File: src/rtl/if_write_address_generator.sv
// Write-side address generator for the input-feature scratchpad.
// Accepts IF words over a valid/ready handshake, writes one row at
// addresses 0..row_len-1, holds the row until the read side pulses
// next_row, and repeats for the programmed number of rows.
module if_write_address_generator #(
    parameter int unsigned POINTER_SIZE   = 8,
    parameter int unsigned ROW_LEN_SIZE   = 8,
    parameter int unsigned ROW_COUNT_SIZE = 8
) (
    input  logic                      clk,
    input  logic                      rst_n,
    input  logic                      i_start,
    input  logic [ROW_LEN_SIZE-1:0]   i_row_len,
    input  logic [ROW_COUNT_SIZE-1:0] i_num_rows,
    input  logic                      i_in_valid,
    output logic                      o_in_ready,
    input  logic                      i_next_row,
    output logic                      o_write_en,
    output logic [POINTER_SIZE-1:0]   o_write_pointer,
    output logic                      o_row_ready,
    output logic                      o_busy,
    output logic                      o_done
);

    typedef enum logic [1:0] {
        S_IDLE = 2'd0,
        S_FILL = 2'd1,
        S_HOLD = 2'd2,
        S_DONE = 2'd3
    } state_t;

    state_t                    r_state;
    logic [ROW_LEN_SIZE-1:0]   r_row_len;
    logic [ROW_COUNT_SIZE-1:0] r_num_rows;
    logic [ROW_LEN_SIZE-1:0]   r_wcnt;
    logic [ROW_COUNT_SIZE-1:0] r_rcnt;
    logic [POINTER_SIZE-1:0]   r_wptr;
    logic                      r_in_ready;
    logic                      r_row_ready;
    logic                      r_busy;
    logic                      r_done;

    logic w_handshake;
    logic w_last_word;
    logic w_last_row;
    logic w_zero_job;

    // Handshake and terminal-count decodes, compared at each register's own width
    assign w_handshake = i_in_valid & r_in_ready;
    assign w_last_word = (r_wcnt == (r_row_len - ROW_LEN_SIZE'(1)));
    assign w_last_row  = (r_rcnt == (r_num_rows - ROW_COUNT_SIZE'(1)));
    assign w_zero_job  = (i_row_len == '0) || (i_num_rows == '0);

    // Write strobe is valid in the handshake cycle itself
    assign o_write_en      = w_handshake;
    assign o_write_pointer = r_wptr;
    assign o_in_ready      = r_in_ready;
    assign o_row_ready     = r_row_ready;
    assign o_busy          = r_busy;
    assign o_done          = r_done;

    // Fill/hold control FSM with state-decoded flags registered alongside the state
    always_ff @(posedge clk or negedge rst_n) begin
        if (!rst_n) begin
            r_state     <= S_IDLE;
            r_row_len   <= '0;
            r_num_rows  <= '0;
            r_wcnt      <= '0;
            r_rcnt      <= '0;
            r_wptr      <= '0;
            r_in_ready  <= 1'b0;
            r_row_ready <= 1'b0;
            r_busy      <= 1'b0;
            r_done      <= 1'b0;
        end else begin
            case (r_state)
                S_IDLE, S_DONE: begin
                    if (i_start) begin
                        r_row_len  <= i_row_len;
                        r_num_rows <= i_num_rows;
                        if (w_zero_job) begin
                            r_state <= S_DONE;
                            r_done  <= 1'b1;
                        end else begin
                            r_state    <= S_FILL;
                            r_wcnt     <= '0;
                            r_rcnt     <= '0;
                            r_wptr     <= '0;
                            r_in_ready <= 1'b1;
                            r_busy     <= 1'b1;
                            r_done     <= 1'b0;
                        end
                    end
                end
                S_FILL: begin
                    if (w_handshake) begin
                        if (w_last_word) begin
                            r_state     <= S_HOLD;
                            r_wcnt      <= '0;
                            r_wptr      <= '0;
                            r_in_ready  <= 1'b0;
                            r_row_ready <= 1'b1;
                        end else begin
                            r_wcnt <= r_wcnt + ROW_LEN_SIZE'(1);
                            r_wptr <= r_wptr + POINTER_SIZE'(1);
                        end
                    end
                end
                S_HOLD: begin
                    // next_row wins over a coincident start, which is ignored here
                    if (i_next_row) begin
                        r_rcnt      <= r_rcnt + ROW_COUNT_SIZE'(1);
                        r_row_ready <= 1'b0;
                        if (w_last_row) begin
                            r_state <= S_DONE;
                            r_busy  <= 1'b0;
                            r_done  <= 1'b1;
                        end else begin
                            r_state    <= S_FILL;
                            r_in_ready <= 1'b1;
                        end
                    end
                end
                default: begin
                    r_state     <= S_IDLE;
                    r_in_ready  <= 1'b0;
                    r_row_ready <= 1'b0;
                    r_busy      <= 1'b0;
                    r_done      <= 1'b0;
                end
            endcase
        end
    end

endmodule

File: config.mk
export PLATFORM = sky130hd
export DESIGN_NAME = if_write_address_generator
export DESIGN_NICKNAME = d
export VERILOG_FILES = /design/src/rtl/if_write_address_generator.sv
export SDC_FILE = /design/constraint.sdc
export NUM_CORES = 1
export LEC_CHECK = 0
export ABC_AREA = 1
export CORE_MARGIN = 10
export CORE_UTILIZATION = 45
export DETAILED_ROUTE_END_ITERATION = 12
export PLACE_DENSITY = 0.69
export REMOVE_ABC_BUFFERS = 1
export SYNTH_ARGS = -nofsm -noshare
export SYNTH_HDL_FRONTEND = slang
export SYNTH_SLANG_ARGS = --single-unit
export TNS_END_PERCENT = 100
File: constraint.sdc
create_clock -name clk -period 1.7 [get_ports clk]
set_input_delay 0.255 -clock clk [delete_from_list [all_inputs] [get_ports clk]]
set_output_delay 0.255 -clock clk [all_outputs]
set_load 0.005 [all_outputs]
# After elaboration in Yosys (flattened, before gate mapping)
# Index checks and enable logic that the tools add are counted.
# totals
wordCells	80
inputBits	21
ff_bits	46
# classes
n_reduce_logical	16
muxes	36
add_sub_neg	5
bitwise_logic	1
n_eq_ne	12
# ops
op	count
8-bit 2-to-1 mux	7
8-bit one-hot mux with 2 select lines	3
8-bit by 1-bit adder with 8-bit output (second input constant)	3
4-bit AND reduction	5
8-bit == test	2
8-bit zero test	2
8-bit by 1-bit subtractor with 8-bit output (second input constant)	2
1-bit 2-to-1 mux	15
2-bit inequality test (second input constant)	7
2-bit 2-to-1 mux	6
1-bit one-hot mux with 2 select lines	3
2-bit one-hot mux with 3 select lines	1
6-bit AND reduction	1
2-bit nonzero test	3
5-bit AND reduction	1
2-bit == test (second input constant)	2
1-bit one-hot mux with 3 select lines	1
2-bit by 1-bit == test with 1-bit output (second input constant)	1
2-bit zero test	1
2-bit AND reduction	1
2-bit OR reduction	1
1-bit bitwise AND	1
1-bit logical OR	1

# Logic depth before layout (Yosys ltp)
# Gate-level depths: netlist of the first run.
# depth
word_depth	5
ltp_mapped	15
depth_no_buf	15

# Worst setup path before layout of the first run
# OpenSTA, ideal clock, no wires.
# synth_timing
path_type	flip-flop to flip-flop
from	register r_state[0]
to	register r_wptr[4] (netlist: o_write_pointer[4])
path_stages_with_launch	11
arrival_ns	1.640
slack_ns	-0.061
setup_time_ns	0.121
t_required_ns	1.579
path_buffers	1
cell_sequence	dfrtp_1 -> inv_1 -> ha_1 -> inv_1 -> or2_0 -> nor3b_2 -> nand2_2 -> inv_2 -> buf_2 -> nand3_1 -> o21ai_1
# synth_between
elab_chain_cells	4
# synth_rtl
element	line	rtl
start: declaration	32	state_t r_state;
start signal: assignment	65	r_state <= S_IDLE;
start signal: assignment	82	r_state <= S_DONE;
start signal: assignment	85	r_state <= S_FILL;
2-bit == test / 2-bit zero test (equally long branches)	76	case (r_state)
2-bit OR reduction	76	
2-bit inequality test (no line) / 2-bit nonzero test (equally long branches)	--	
4-bit AND reduction (no line)	--	
end signal: assignment	105	r_wptr <= r_wptr + POINTER_SIZE'(1);
end: declaration	37	logic [POINTER_SIZE-1:0] r_wptr;
# Several ways; a longest one is shown, not always the timed one.
# A chain may end at the register's enable or synchronous reset.

# Worst setup path in the final report of the first run
# layout_timing
from	register r_row_len[0]
to	register r_state[1]
# layout_between
elab_chain_cells	4
# layout_rtl
element	line	rtl
start: declaration	33	logic [ROW_LEN_SIZE-1:0] r_row_len;
start signal: assignment	79	r_row_len <= i_row_len;
8-bit by 1-bit subtractor with 8-bit output	50	assign w_last_word = (r_wcnt == (r_row_len - ROW_LEN_SIZE'(1)));
8-bit == test	50	
2-bit inequality test (no line)	--	
4-bit AND reduction (no line)	--	
# No other way between the ends.

==> results of run 1 <==
layer usage:
layer / routed length, µm / up-vias
li1: - / 1463
met1: 3110 / 1344
met2: 3710 / 46
met3: 182 / 13
met4: 123 / 0
met5: 0 / -
final timing paths:
path | start | to | cells after the start
worst max-delay path | r_row_len[0] | r_state[1] | 15
worst min-delay path | rst_n | o_write_pointer[5] | 3
worst max register to register | r_row_len[0] | r_state[1] | 15
worst min register to register | o_row_ready | o_row_ready | 2
max in group asynchronous | rst_n | r_row_len[3] | 3
min in group clk | o_row_ready | o_row_ready | 2
final cells by class:
type / instances / area [µm²]
clock buffer: 6 / 82.6
clock inverter: 2 / 60.1
fill: 558 / 2390
inverter: 70 / 275
multi-input combinational: 297 / 1720
sequential: 46 / 1150
tap: 77 / 96.3
timing repair buffer: 69 / 628
timing repair inverter: 2 / 12.5
critical path: stages, from the launching register on:
cell	delay, ns
dfrtp_1	0.37
inv_2	0.06
ha_4	0.17
nand2_4	0.08
nor2_4	0.04
buf_4	0.13
inv_2	0.03
nand2_1	0.03
nand2_1	0.08
nand2_2	0.07
nor2_4	0.12
nand2_4	0.12
nand2_4	0.12
nand3_4	0.08
nand2_1	0.07
o21ai_1	0.06
cell families after synthesis:
logic type,after synthesis,share of synthesized area
adder cells (fa/ha/maj),8,0.0334
XOR/XNOR,28,0.0865
AO/OA/AOI/OAI,48,0.0853
buffers and inverters,78,0.0995
flip-flops,46,0.384
AND/OR/NAND/NOR,213,0.311
flip-flops by register name (all words and copies together), names as in the netlist:
name / cells
r_num_rows: 8
o_row_ready: 1
o_write_pointer: 8
r_wcnt: 8
o_in_ready: 1
r_row_len: 8
o_busy: 1
r_state: 2
r_rcnt: 8
o_done: 1
report_power, final:
group / switching [mW] / total [mW] / internal, mW
Combinational: 2.26 / 4.03 / 1.77
Sequential: 0.343 / 1.77 / 1.43
Clock: 0.385 / 1.01 / 0.627
repair_timing:
action                                  CTS  global route
endpoints found under the setup margin   30            29
buffers inserted                          1             3
gates cloned                              1             2
hold endpoints to repair                 46             0
pin swaps                                 7            19
gates resized for setup                  26            33
hold buffers                              1             0
cells in the mapped netlist, drive strengths merged, types with 2 or more instances:
master / instances / area, µm²
xor2: 21 / 184
nand4: 10 / 62.6
ha: 8 / 100
inv: 70 / 263
o21ai: 43 / 219
clkbuf: 3 / 11.3
dfrtp: 46 / 1150
nand3: 35 / 180
nor3: 3 / 15.0
buf: 5 / 23.8
a21oi: 2 / 10.0
xnor2: 6 / 52.6
nor2: 44 / 175
or2: 6 / 37.5
nor4: 3 / 18.8
nand2: 111 / 429
o21bai: 2 / 18.8
==> run metrics, run 1 <==
Worst Tran Pin Value=about 0.41 ns; DRT antenna net count=0; Pins Over Slew Limit=0; grt total ovfl=0; failing checks=setup timing; Peak VDD IR=~1300 µV; clock buffer depth=2; Placed Instances=roughly 550; leak pwr=~1.9 nW; Setup Slack @ Placement=-0.280 ns; Std-Cell Rows=29; H-tree depth=2; Area Growth Syn to Fin=34.5%; utilization after layout=0.627; initial DRC count=120; most used flip-flop cell after synthesis=dfrtp_1; DRC=0; PortBufs=33; Num CTS Buffers=5; Die H=between 100 and 150 µm; Layout Nets=between 500 and 600; clock network latency to the later pin of the worst-skew pair=slightly above 0.3 ns; Rel. slew slack=0.726; width of the die=between 100 and 150 µm; WP data required=between 1.5 and 2 ns; Cells after Synth=421; largest net degree at the start of global routing=47; Setup violations, final=15; final hold slack=~0.45 ns; Worst Setup End Kind=register; clk root buf=clkbuf_8; fin crit share=1.02; min Tclk post-route=about 1.7 ns; register area share after synthesis=0.384; vias in the first global route=around 2.9k; Total Power=between 6 and 7 mW; MaxCap Viol Count=0; CTS Sinks=46; placed cell area=between 3000 and 4000 µm²; Mapped Avg Cell Area=roughly 7 µm²; Starting Density=0.466; most common cell after layout, fill and taps aside=nand2_1; Vias/cell=~5; total global-route track usage=0.141; startpoint types=register; WS Path Type=register to register; library cells used by synthesis=31; area of the core=between 6000 and 7000 µm²; RSZ-0062 raised after global routing=true; Final Skew=0.00969 ns; commonest non-fill, non-tap cells in the layout=99 x nand2_1, 56 x inv_1, 45 x dfrtp_1; layout cells sized above 1=0.203; vias=approximately 2.9k; CP Max Fanout=6; setup ws final=-0.0387 ns; antenna cells=0; routability congestion estimate=roughly 0.84; final instance area=4030 µm²; Min-Delay Path Class=primary input to asynchronous set/reset pin; hpwl dp=about 5100 µm; number of synthesized flops with an enable pin=0; met3 global-route usage=0.0259; number of synthesized register bits=46; FF-to-FF setup slack=-0.04 ns; FFs w/ async S/R, synth=1.00; CTS tree=built; met2 Usage GRT=0.260; status=finished, violations left; power per cell area=approximately 1700 nW/µm²; post-synthesis cell area=2990 µm²; initial antenna violation count=0; final cell count without fillers=569; DR pass1 iterations=4; GR peak layer=met2; critical path arrival=1.94 ns; met1 usage=0.157; global-route wire length before repair=approximately 12,000 µm; I/O pins=34; Post-Route WL=roughly 7000 µm; Setup TNS Final=-0.367 ns; maximum clock frequency=around 580 MHz; Hold Fails Final Rpt=0; wire length per cell=between 10 and 15 µm; clock slew at reported path FFs=~0.090 ns; YS warnings=0; die area=10,300 µm²
Note: power is estimated with default switching activity, not from simulation.
==> inputs of run 2 (changes only) <==
Settings changed: CORE_MARGIN 10 to default.
==> run metrics, run 2 (synthesis results as in run 1) <==
CTS Sinks=46 (unchanged); Num CTS Buffers=5 (unchanged); placed cell area=3630 µm² (unchanged); Post-Route WL=6740 µm (-5.3%); initial antenna violation count=0 (unchanged); commonest non-fill, non-tap cells in the layout=99 x nand2_1, 57 x inv_1, 45 x dfrtp_1; total global-route track usage=0.200 (+0.0593); Setup TNS Final=-0.0147 ns (+0.352 ns); startpoint types=register; vias=2,818 (-1.7%); Placed Instances=553 (unchanged); R2R Path End=r_wcnt[6]; status=finished, violations left; CTS tree=built; H-tree depth=2 (unchanged); power per cell area=1680 nW/µm² (-0.70%); grt total ovfl=0 (unchanged); final cell count without fillers=569 (unchanged); FF-to-FF setup slack=-0.01 ns (+0.02 ns); Setup violations, final=1 (-14); R2R depth=8 (-7); clock network latency to the later pin of the worst-skew pair=0.31 ns (about the same); DRC=0 (unchanged); Starting Density=0.469 (+0.00265); I/O pins=34 (unchanged); WS Path Type=register to register; clk root buf=clkbuf_8; Die H=83.6 µm (-18%); critical path arrival=1.91 ns (-0.03 ns); Hold Fails Final Rpt=0 (unchanged); antenna cells=0 (unchanged); Peak VDD IR=1140 µV (-9.7%); Sequential cell area=1150 µm² (unchanged); leak pwr=1.93 nW (-0.49%); global-route wire length before repair=11,500 µm (-5.1%); die area=6980 µm² (-32%); hpwl dp=4840 µm (-4.3%); wire length per cell=11.9 µm (-5.3%); area of the core=6390 µm² (-0.57%); DR pass1 iterations=4 (unchanged); CP Max Fanout=12 (+6); largest net degree at the start of global routing=47 (unchanged); initial DRC count=142 (+18%); layout cells sized above 1=0.203 (unchanged); RR Startpoint=r_state[1]; routability congestion estimate=0.840 (+0.59%); maximum clock frequency=583 MHz (+1.4%); Total Power=6.72 mW (-1.4%); most common cell after layout, fill and taps aside=nand2_1; final instance area=4000 µm² (-0.65%); setup ws final=-0.0147 ns (+0.0239 ns); Pins Over Slew Limit=0 (unchanged); fin crit share=1.01 (-0.0141); width of the die=83.6 µm (-18%); min Tclk post-route=1.71 ns (-0.0239 ns); Multi-input gate area=1720 µm² (about the same); clock slew at reported path FFs=0.09 ns (about the same); DRT antenna net count=0 (unchanged); Vias/cell=4.95 (-1.7%); Area Growth Syn to Fin=33.6%; failing checks=setup timing; MaxCap Viol Count=0 (unchanged); Min-Delay Path Class=primary input to asynchronous set/reset pin; Std-Cell Rows=29 (unchanged); PortBufs=33 (unchanged); Layout Nets=520 (unchanged); Rel. slew slack=0.759 (+0.0323); RSZ-0062 raised after global routing=true; vias in the first global route=2,729 (-5.2%); clock buffer depth=2 (unchanged); Final Skew=0.0113 ns (+0.00160 ns); filler cell count=559 (+0.18%); WP data required=1.90 ns (about the same); Worst Tran Pin Value=0.359 ns (-0.0481 ns); Worst Setup End Kind=register
run 2: worst max-delay path, stage by stage, from the launching register on:
cell	delay [ns]
dfrtp_1	0.40
ha_2	0.35
inv_1	0.05
or2_1	0.23
nor3b_4	0.17
nand2_4	0.15
inv_4	0.10
nand3_1	0.09
o21ai_1	0.06
run 2: repair_timing:
| item | 4_1_cts | 5_1_grt |
|---|---|---|
| buffers inserted | 0 | 6 |
| pin swaps | 7 | 24 |
| endpoints found under the setup margin | 31 | 30 |
| endpoints found under the hold margin | 46 | 0 |
| resized for setup | 22 | 41 |
| hold buffers | 1 | 0 |
| gates cloned | 0 | 1 |
run 2: layout make-up:
type,instances,share of cell area
well taps,77,0.0241
clock inverters,1,0.00750
multi-input cells,297,0.430
repair buffers,70,0.162
repair inverters,1,0.00156
clock buffers,7,0.0191
inverters,70,0.0682
flip-flops and latches,46,0.288
run 2: per-layer routing:
layer | track usage | routed length (µm)
met5 | 0 | 0
met1 | 0.253 | 3060
met4 | 0.0863 | 114
met2 | 0.342 | 3370
met3 | 0.0277 | 203
run 2: per-stage QoR:
| stage | hold slack (ns) | util | setup slack (ns) |
|---|---|---|---|
| finish | 0.449 | 0.627 | -0.0147 |
| global route | 0.496 | 0.627 | -0.160 |
| CTS | 0.469 | 0.598 | -0.0492 |
| detailed placement | 0.264 | 0.569 | -0.510 |
| global placement | 0.259 | 0.569 | -0.478 |
| floorplan | -0.0406 | - | -0.149 |
run 2: worst max-delay path by stage:
stage,start,cells past startpoint,endpoint,slack (ns)
final,r_state[1],8,r_wcnt[6],-0.01
after floorplan,r_state[1],8,o_write_pointer[0],-0.15
after global placement,i_num_rows[7],11,r_rcnt[2],-0.48
after detailed placement,i_num_rows[7],11,r_rcnt[2],-0.51
after CTS,r_row_len[1],13,r_state[1],-0.05
after global routing,r_row_len[0],13,o_in_ready,-0.16
run 2: power breakdown:
group          leakage, nW  internal (mW)  switching [mW]
combinational         1.28           1.86            2.27
sequential           0.598           1.43           0.339
clock               0.0524          0.441           0.382
total                 1.93           3.73            2.99
==> inputs of run 3 (changes only) <==
Settings changed: CAP_MARGIN from default to 10, CORE_UTILIZATION 45 to 51, PLACE_DENSITY 0.69 to 0.76.
==> run metrics, run 3 (synthesis results as in run 1) <==
status=finished, violations left; area of the core=5570 µm² (-13%); Vias/cell=5.11 (+3.1%); WP data required=1.89 ns (about the same); DR pass1 iterations=4 (unchanged); Final Skew=0.00410 ns (-0.00719 ns); Worst Setup End Kind=register; Total Power=6.67 mW (-0.71%); setup ws final=-0.0635 ns (-0.0488 ns); total global-route track usage=0.240 (+0.0401); fin crit share=1.04 (+0.0287); initial antenna violation count=0 (unchanged); DRC=0 (unchanged); width of the die=78.6 µm (-5.9%); Setup Slack @ Placement=-0.519 ns (-0.00900 ns); CTS tree=built; clock buffer depth=2 (unchanged); Worst Tran Pin Value=0.404 ns (+0.0447 ns); vias=2,886 (+2.4%); I/O pins=34 (unchanged); Setup violations, final=21 (+20); final cell count without fillers=565 (-0.70%); clock network latency to the later pin of the worst-skew pair=0.30 ns (about the same); most common cell after layout, fill and taps aside=nand2_1; WS Path Type=register to register; Num CTS Buffers=5 (unchanged); placed cell area=3610 µm² (-0.59%); startpoint types=register; largest net degree at the start of global routing=47 (unchanged); routability congestion estimate=0.889 (+5.8%); maximum clock frequency=567 MHz (-2.8%); leak pwr=1.93 nW (-0.12%); CTS Sinks=46 (unchanged); hpwl dp=4840 µm (about the same); switch share=0.450 (+0.00494); MaxCap Viol Count=0 (unchanged); power per cell area=1680 nW/µm² (-0.18%); Post-Route WL=7110 µm (+5.4%); Layout Nets=521 (+0.19%); Hold Fails Final Rpt=0 (unchanged); CP Max Fanout=12 (unchanged); antenna cells=0 (unchanged); final instance area=3980 µm² (-0.53%); Std-Cell Rows=27 (-6.9%); vias in the first global route=2,759 (+1.1%); DRT antenna net count=0 (unchanged); Die H=78.6 µm (-5.9%); PortBufs=33 (unchanged); clock slew at reported path FFs=0.09 ns (about the same); Min-Delay Path Class=primary input to asynchronous set/reset pin; Logic pwr share=0.617 (+0.002); H-tree depth=2 (unchanged); global-route wire length before repair=11,800 µm (+2.3%); min Tclk post-route=1.76 ns (+0.0488 ns); switching power=3.01 mW (+0.39%); failing checks=setup timing; RSZ-0062 raised after global routing=true; clk root buf=clkbuf_8; Seq pwr share=0.265 (+0.002); Starting Density=0.537 (+0.0683); Rel. slew slack=0.728 (-0.0304); clock network fraction of total power=0.118 (-0.004); critical path arrival=1.96 ns (+0.05 ns); Pins Over Slew Limit=0 (unchanged); grt total ovfl=0 (unchanged); commonest non-fill, non-tap cells in the layout=102 x nand2_1, 58 x inv_1, 45 x dfrtp_1; Placed Instances=546 (-1.3%); wire length per cell=12.6 µm (+6.1%); Area Growth Syn to Fin=32.9%; die area=6180 µm² (-11%); Pint=3.67 mW (-1.6%); layout cells sized above 1=0.203 (-0.000412); initial DRC count=122 (-14%); Peak VDD IR=1130 µV (-0.46%)
==> run 3: layout make-up <==
type                    instances  area (µm²)
fillers                       437        1590
repair inverters                1        6.26
clock buffers                   8         110
well taps                      72        90.1
repair buffers                 71         644
inverters                      70         273
flip-flops and latches         46        1150
multi-input cells             297        1700
==> run 3: per-stage QoR <==
step	utilization	hold slack [ns]	setup TNS [ns]
finish	0.714	0.461	-0.702
global route	0.714	0.508	-2.78
CTS	0.697	0.468	-0.0124
detailed placement	0.648	0.258	-8.09
global placement	0.648	0.255	-7.01
floorplan	-	-0.0406	-1.94
==> run 3: path summary, 6_finish.rpt <==
path / end / slack (ns) / start / depth (start not counted)
max: o_write_pointer[3] / -0.06 / r_state[1] / 10
min reg2reg: o_row_ready / 0.48 / o_row_ready / 2
max reg2reg: o_write_pointer[3] / -0.06 / r_state[1] / 10
min: o_in_ready / 0.46 / rst_n / 3
max in group asynchronous: r_row_len[3] / 1.01 / rst_n / 3
min in group clk: o_row_ready / 0.48 / o_row_ready / 2
==> run 3: worst max-delay path, cell delays in order, from the launching register on <==
cell	delay (ns)
dfrtp_1	0.42
buf_4	0.15
inv_1	0.08
ha_2	0.21
inv_2	0.04
nor2_1	0.28
nor3b_4	0.09
nand2_4	0.16
inv_4	0.10
nand3_1	0.09
nand2_1	0.05
==> run 3: power by group through the flow <==
stage,Combinational [mW],Sequential (mW),Clock (mW)
floorplan,2.07,1.72,0
global placement,3.11,1.76,0
detailed placement,3.22,1.76,0
CTS,3.76,1.75,0.798
global route,4.55,1.82,0.835
finish,4.12,1.77,0.788
==> run 3: layer usage <==
layer | track usage | up-vias | share of wire
li1 | - | 1458 | -
met1 | 0.290 | 1352 | 0.44
met4 | 0.0667 | 0 | 0.017
met5 | 0 | - | 0
met2 | 0.440 | 63 | 0.51
met3 | 0.0360 | 13 | 0.034
==> run 3: timing repair <==
item | CTS | global route
hold buffers | 1 | 0
cloned | 1 | 0
setup endpoints to repair | 31 | 27
endpoints found under the hold margin | 46 | 0
pin swaps | 9 | 22
setup buffers | 6 | 3
gates resized for setup | 29 | 24
